**config.mk**
```make
export PLATFORM = sky130hd
export DESIGN_NAME = sdpram_burst_reader_flat
export DESIGN_NICKNAME = d
export VERILOG_FILES = /design/src/rtl/sdpram_burst_reader_pkg.sv /design/src/rtl/sdpram_burst_reader_if.sv /design/src/rtl/sdpram_burst_reader_rd_skid_fifo.sv /design/src/rtl/sdpram_burst_reader.sv /design/src/flat_wrapper.sv
export SDC_FILE = /design/constraint.sdc
export NUM_CORES = 1
export LEC_CHECK = 0
export CAP_MARGIN = 5
export CORE_ASPECT_RATIO = 1.25
export CORE_MARGIN = 2
export CORE_UTILIZATION = 55
export DETAILED_ROUTE_END_ITERATION = 7
export PLACE_DENSITY_LB_ADDON = 0.08
export SLEW_MARGIN = 40
export SYNTH_ARGS = -nofsm -noshare
export SYNTH_HDL_FRONTEND = slang
export SYNTH_SLANG_ARGS = --single-unit
```
**constraint.sdc**
```tcl
create_clock -name clk -period 9.6 [get_ports clk]
set_input_delay 2.88 -clock clk [delete_from_list [all_inputs] [get_ports clk]]
set_output_delay 2.88 -clock clk [all_outputs]
set_load 0.01 [all_outputs]
```
**src/rtl/sdpram_burst_reader_pkg.sv**
```systemverilog
// sdpram_pkg: shared definitions for the sdpram burst reader.
//   ADDR_W  default RAM address width (depth 2^ADDR_W)
//   DATA_W  default RAM word width
//   state_t burst reader FSM states
package sdpram_pkg;

  localparam int ADDR_W = 8;
  localparam int DATA_W = 16;

  typedef enum logic [1:0] {
    IDLE,
    READ,
    DRAIN,
    DONE
  } state_t;

endpackage

```
**src/rtl/sdpram_burst_reader_if.sv**
```systemverilog
// sdpram_burst_reader_if: valid/ready stream carrying RAM words from the
// burst reader to its downstream consumer.
//   m_valid  stream data valid (master -> slave)
//   m_data   stream data word  (master -> slave)
//   m_ready  consumer ready    (slave -> master)
// Modports: master (burst reader side), slave (consumer side).
interface sdpram_burst_reader_if
  import sdpram_pkg::*;
#(
  parameter int DATA_W = sdpram_pkg::DATA_W
);

  logic              m_valid;
  logic [DATA_W-1:0] m_data;
  logic              m_ready;

  modport master (
    output m_valid,
    output m_data,
    input  m_ready
  );

  modport slave (
    input  m_valid,
    input  m_data,
    output m_ready
  );

endinterface

```
**src/rtl/sdpram_burst_reader_rd_skid_fifo.sv**
```systemverilog
// rd_skid_fifo: 2-entry synchronous FIFO that absorbs the RAM's one-cycle
// read latency between the read issue logic and the output stream.
//   clk, rst_n  clock, asynchronous active-low reset
//   push/wdata  write a word (the RAM data returning this cycle)
//   pop         remove the head word
//   flush       empty the FIFO; takes priority over push and pop
//   rdata       head word (held stable until popped)
//   valid       FIFO holds at least one word
//   count       current occupancy, 0..2
module rd_skid_fifo
  import sdpram_pkg::*;
#(
  parameter int DATA_W = sdpram_pkg::DATA_W
) (
  input  logic              clk,
  input  logic              rst_n,
  input  logic              push,
  input  logic [DATA_W-1:0] wdata,
  input  logic              pop,
  input  logic              flush,
  output logic [DATA_W-1:0] rdata,
  output logic              valid,
  output logic [1:0]        count
);

  logic [DATA_W-1:0] mem [2];
  logic              wr_ptr;
  logic              rd_ptr;

  // Storage and pointers. The issue logic upstream guarantees a push never
  // arrives while the FIFO is full, so no full guard is needed here.
  always_ff @(posedge clk or negedge rst_n) begin
    if (!rst_n) begin
      for (int i = 0; i < 2; i++) begin
        mem[i] <= '0;
      end
      wr_ptr <= 1'b0;
      rd_ptr <= 1'b0;
      count  <= 2'd0;
    end else if (flush) begin
      wr_ptr <= 1'b0;
      rd_ptr <= 1'b0;
      count  <= 2'd0;
    end else begin
      if (push) begin
        mem[wr_ptr] <= wdata;
        wr_ptr      <= ~wr_ptr;
      end
      if (pop) begin
        rd_ptr <= ~rd_ptr;
      end
      count <= count + {1'b0, push} - {1'b0, pop};
    end
  end

  assign rdata = mem[rd_ptr];
  assign valid = (count != 2'd0);

endmodule

```
**src/rtl/sdpram_burst_reader.sv**
```systemverilog
// sdpram_burst_reader: burst read engine for the 256x16 simple dual-port RAM.
// Accepts a (base_addr, length) command, issues RAM reads, buffers the
// returning data in a 2-entry FIFO and presents it as a valid/ready stream.
//   clk, rst_n   clock, asynchronous active-low reset
//   start        command strobe, sampled only in IDLE
//   base_addr    first read address
//   length       beat count, 0..2^ADDR_W
//   abort        cancel the running burst (only with READER_ABORT_EN)
//   busy         burst in progress (READ or DRAIN)
//   done         one-cycle completion pulse
//   enb, addrb   RAM read enable / address
//   ram_rdata    RAM read data, valid the cycle after enb
//   m_if         output stream (master modport)
// Optional feature macro: READER_ABORT_EN adds the abort port.
// Integration note: enb depends combinationally on m_if.m_ready.
module sdpram_burst_reader
  import sdpram_pkg::*;
#(
  parameter int ADDR_W = sdpram_pkg::ADDR_W,
  parameter int DATA_W = sdpram_pkg::DATA_W
) (
  input  logic                  clk,
  input  logic                  rst_n,
  input  logic                  start,
  input  logic [ADDR_W-1:0]     base_addr,
  input  logic [ADDR_W:0]       length,
`ifdef READER_ABORT_EN
  input  logic                  abort,
`endif
  output logic                  busy,
  output logic                  done,
  output logic                  enb,
  output logic [ADDR_W-1:0]     addrb,
  input  logic [DATA_W-1:0]     ram_rdata,
  sdpram_burst_reader_if.master m_if
);

  localparam logic [ADDR_W:0] ONE_BEAT = 1;

  state_t            state;
  logic [ADDR_W:0]   issue_left;
  logic [ADDR_W:0]   beat_left;
  logic              inflight;
  logic [1:0]        occupancy;
  logic [2:0]        credit_used;
  logic              pop;
  logic              flush;
  logic              fifo_valid;
  logic [DATA_W-1:0] fifo_rdata;

  assign pop = fifo_valid && m_if.m_ready;

`ifdef READER_ABORT_EN
  assign flush = abort && busy;
`else
  assign flush = 1'b0;
`endif

  // A read may only be issued when the words already buffered plus the one
  // in flight, less the one leaving this cycle, leave room for it.
  always_comb begin
    credit_used = {1'b0, occupancy} + {2'b00, inflight} - {2'b00, pop};
    enb         = (state == READ) && (credit_used < 3'd2);
  end

  // FSM, address counter and issue/beat counters. An abort discards the
  // in-flight read by clearing inflight so its data is never pushed.
  always_ff @(posedge clk or negedge rst_n) begin
    if (!rst_n) begin
      state      <= IDLE;
      busy       <= 1'b0;
      done       <= 1'b0;
      addrb      <= '0;
      issue_left <= '0;
      beat_left  <= '0;
      inflight   <= 1'b0;
    end else begin
      inflight <= enb && !flush;
      done     <= 1'b0;
      if (enb) begin
        addrb      <= addrb + 1'b1;
        issue_left <= issue_left - ONE_BEAT;
      end
      if (pop) begin
        beat_left <= beat_left - ONE_BEAT;
      end
      if (flush) begin
        state <= IDLE;
        busy  <= 1'b0;
      end else begin
        case (state)
          IDLE: begin
            if (start) begin
              if (length != '0) begin
                state      <= READ;
                busy       <= 1'b1;
                addrb      <= base_addr;
                issue_left <= length;
                beat_left  <= length;
              end else begin
                state <= DONE;
                done  <= 1'b1;
              end
            end
          end
          READ: begin
            if (enb && (issue_left == ONE_BEAT)) begin
              state <= DRAIN;
            end
          end
          // The last beat leaving means nothing is in flight or buffered.
          DRAIN: begin
            if (pop && (beat_left == ONE_BEAT)) begin
              state <= DONE;
              busy  <= 1'b0;
              done  <= 1'b1;
            end
          end
          DONE: begin
            state <= IDLE;
          end
          default: begin
            state <= IDLE;
          end
        endcase
      end
    end
  end

  rd_skid_fifo #(
    .DATA_W(DATA_W)
  ) u_fifo (
    .clk   (clk),
    .rst_n (rst_n),
    .push  (inflight),
    .wdata (ram_rdata),
    .pop   (pop),
    .flush (flush),
    .rdata (fifo_rdata),
    .valid (fifo_valid),
    .count (occupancy)
  );

  assign m_if.m_valid = fifo_valid;
  assign m_if.m_data  = fifo_rdata;

endmodule

```
**src/flat_wrapper.sv**
```systemverilog
// flat-port wrapper written by rule: the top's interface ports become plain ports
module sdpram_burst_reader_flat import sdpram_pkg::*;
#(
  parameter int ADDR_W = sdpram_pkg::ADDR_W,
  parameter int DATA_W = sdpram_pkg::DATA_W
)
  (clk, rst_n, start, base_addr, length, busy, done, enb, addrb, ram_rdata, m_if_m_valid, m_if_m_data, m_if_m_ready);
  sdpram_burst_reader_if #(.DATA_W(DATA_W)) m_if_i ();
  input  logic clk;
  input  logic rst_n;
  input  logic start;
  input  logic [ADDR_W-1:0] base_addr;
  input  logic [ADDR_W:0] length;
  output logic busy;
  output logic done;
  output logic enb;
  output logic [ADDR_W-1:0] addrb;
  input  logic [DATA_W-1:0] ram_rdata;
  output wire logic [$bits(m_if_i.m_valid)-1:0] m_if_m_valid;
  output wire logic [$bits(m_if_i.m_data)-1:0] m_if_m_data;
  input wire logic [$bits(m_if_i.m_ready)-1:0] m_if_m_ready;
  assign m_if_m_valid = m_if_i.m_valid;
  assign m_if_m_data = m_if_i.m_data;
  assign m_if_i.m_ready = m_if_m_ready;
  sdpram_burst_reader #(.ADDR_W(ADDR_W), .DATA_W(DATA_W)) u_core (.clk(clk), .rst_n(rst_n), .start(start), .base_addr(base_addr), .length(length), .busy(busy), .done(done), .enb(enb), .addrb(addrb), .ram_rdata(ram_rdata), .m_if(m_if_i));
endmodule
```
==> flow_metrics.tcl <==
set metrics [dict create \
    status "finished clean" \
    setup_viol 0 \
    yosysTopAreaCell "dfrtp_1" \
    crit_type "in2out" \
    startpoint_type "input pin" \
    cap_violations 0 \
    drc 0 \
    netlist.area_leader.share_pct 51.2 \
    power_density_nw_per_um2 332 \
    critPathTopFamily "buffers and inverters" \
    clock_latency_ns 0.34 \
    syn_avg_cell_area_sq_um 11.6 \
    row_count 31 \
    initial_core_util_pct 56.6 \
    synth_ff_type "dfrtp_1" \
    place.gp.congestion 0.795 \
    synth.area.top_cells "dfrtp_1 (51%), mux2_2 (17%), xor2_1 (3.5%)" \
    cpMostUsedCell "clkdlybuf4s50_1" \
    cts_tree "yes" \
    grt_usage_pct 22.2 \
    critPathSlowestCell "clkdlybuf4s50_1" \
    total_power_w 0.00141 \
    drt_pre_antenna_iters 4 \
    reg2reg_slack_ns 6.45 \
    synth_area_sq_um 3270 \
    nFillCells 415 \
    drt-vias-per-instance 5.51 \
    grt_max_degree 38 \
    overflow 0 \
    hold_ws_ns 0.491 \
    h-tree-depth 3 \
    wl_mm 6.50 \
    clk_path_buf_depth 2 \
    worstPathArrival_ns 5.76 \
    pin_count 65 \
    slew_violations 0 \
    clk_pin_slew_ns 0.08 \
    period_needed_ns 8.64 \
    cts_root_buffer "clkbuf_8" \
    met2_usage_pct 35.7 \
    report.final.hold_viol_count 0 \
    grt_pass1_vias 2396 \
    crit_buf_inv 3 \
    placed_area_sq_um 4000 \
    final_cell_area_sq_um 4240 \
    ant_nets 0 \
    vias 2327 \
    async_reset_ff_share_pct 100 \
    dieArea_sq_um 6590 \
    cts_hold_buf 0 \
    worstHoldPathType "reg2reg" \
    max_freq_ghz 0.116 \
    synthTopCellsByCount "dfrtp_1 (67), mux2_2 (50), nand2_1 (21)" \
    drive_gt1_share_pct 23.0 \
    path_cells "clkdlybuf4s50_1 > o21ai_2 > or2_2 > nand2_1 > ha_1 > fa_1 > nand2b_1 > or2_1 > inv_4 > clkdlybuf4s50_1" \
    num_antenna_cells 0 \
    yosysWarnings 0 \
    synth_most_common_cell "dfrtp_1" \
    io_buffers 64 \
    max_slew_margin_pct 49.3 \
    ctsResizeCount 0 \
    numCtsBuffers 9 \
    grt_setup_unrepaired "false" \
    finalSetupTns_ns 0 \
    regArea_sq_um 1680 \
    areaGrowthSynthToFinish_pct 29.4 \
    synthCells 281 \
    synth_nets 328 \
    synth_enable_flop_cells 0 \
    grt_pass1_wl_mm 11.3 \
    antenna_found_initial 0 \
    holdCritStartpoint "u_core.u_fifo.wr_ptr$_DFFE_PN0P_" \
    tightestPinTransition_ns 0.761 \
    rr_worst_depth 10 \
    leakage_nw 1.73 \
    fin_nets 398 \
    drt_iter0_drc 84 \
    ys_types 41 \
    core_sq_um 5780 \
    slowest_delay_ns 0.55 \
    die_x_microns 73 \
    r2r_end "u_core.state[1]$_DFFE_PN0P_" \
    dp_hpwl_mm 4.76 \
    max-vdd-ir-drop_uv 185 \
    hold_end "u_core.u_fifo.wr_ptr$_DFFE_PN0P_" \
    clock_skew_ns 0.0104 \
    synth-seq-area-share_pct 51.2 \
    fin_crit_sh_pct 90.0 \
    critical_path_required_ns 6.72 \
    cp_max_fo 10 \
    gr-max-usage-layer "met2" \
    yosys_register_bits 67 \
    reg2reg_from "u_core.u_fifo.count[1]$_DFF_PN0_" \
    cts_sinks 67 \
    routedWlPerCell_microns 15.4 \
    whs_path_depth 1 \
    met1_usage_pct 28.7 \
    end_kind "output port" \
    fp.dieH_microns 90.3 \
    grt_use_met3_pct 3.91 \
    cts_setup_buffers 0 \
    multi_input_comb_area_sq_um 1530 \
    final_util_pct 73.3 \
]
[metrics by stage]
| stage | instances | setup slack [ns] |
|---|---|---|
| 3_5_place_dp | 406 | 0.933 |
| 5_1_grt | 422 | 0.802 |
| 2_1_floorplan | 281 | 2.13 |
| 4_1_cts | 422 | 0.929 |
| 6_report | 422 | 0.958 |
| 3_3_place_gp | 405 | 0.996 |
[worst max path at each step]
| stage | startpoint | end | depth (start not counted) |
|---|---|---|---|
| after global placement | m_if_m_ready | enb | 10 |
| after detailed placement | m_if_m_ready | enb | 10 |
| after CTS | m_if_m_ready | enb | 10 |
| after floorplan | m_if_m_ready | enb | 9 |
| after global routing | m_if_m_ready | enb | 10 |
| final | m_if_m_ready | enb | 10 |
[cells in the final DEF, fill, tap and decap left out, types with 2 or more instances in the layout]
master / Yosys / final
dfrtp_1: 67 / 67
clkdlybuf4s50_1: 0 / 63
mux2_2: 50 / 50
nand2_1: 21 / 21
nor2_1: 15 / 15
xor2_1: 13 / 13
a21oi_1: 12 / 12
clkbuf_8: 0 / 11
nand3_1: 11 / 10
o21ai_0: 10 / 10
xnor2_1: 9 / 9
ha_1: 9 / 9
inv_1: 8 / 8
a31oi_1: 7 / 7
nand4_1: 4 / 4
o21ai_1: 4 / 4
nor4_1: 3 / 3
nor2b_1: 3 / 3
buf_4: 0 / 3
or2_2: 2 / 2
or3_1: 2 / 2
nor3_2: 2 / 2
clkinvlp_4: 0 / 2
bufinv_16: 0 / 2
[layout make-up]
type,instances,share of cell area [%]
flip-flops and latches,67,39.6
multi-input cells,196,36.0
repair buffers,68,16.0
clock buffers,11,3.57
clock inverters,5,1.98
well taps,66,1.95
inverters,9,0.857
[sequential cells by signal, indices dropped and copies added, names as in the netlist]
name                  flops
u_core.done               1
u_core.state              2
u_core.busy               1
u_core.addrb              8
u_core.u_fifo.mem        32
u_core.u_fifo.wr_ptr      1
u_core.u_fifo.rd_ptr      1
u_core.u_fifo.count       2
u_core.issue_left         9
u_core.inflight           1
u_core.beat_left          9
[routing by layer]
layer  wire length (microns)  part of all wire, %
met5                       0                    0
met4                     100                  1.5
met3                     207                  3.2
met2                    3380                   52
met1                    2810                   43
[report_power, final]
part           internal, W  total, W  switching, W
Sequential        0.000420  0.000538      0.000117
Combinational     0.000351  0.000600      0.000249
Clock             0.000161  0.000268      0.000107
[cell families after synthesis]
logic type,synth area share (%)
AND/OR/NAND/NOR,12.4
flip-flops,51.2
multiplexers,17.2
AO/OA/AOI/OAI,6.92
XOR/XNOR,5.89
buffers and inverters,2.29
adder cells (fa/ha/maj),4.05
(Power assumes the default switching activity.)
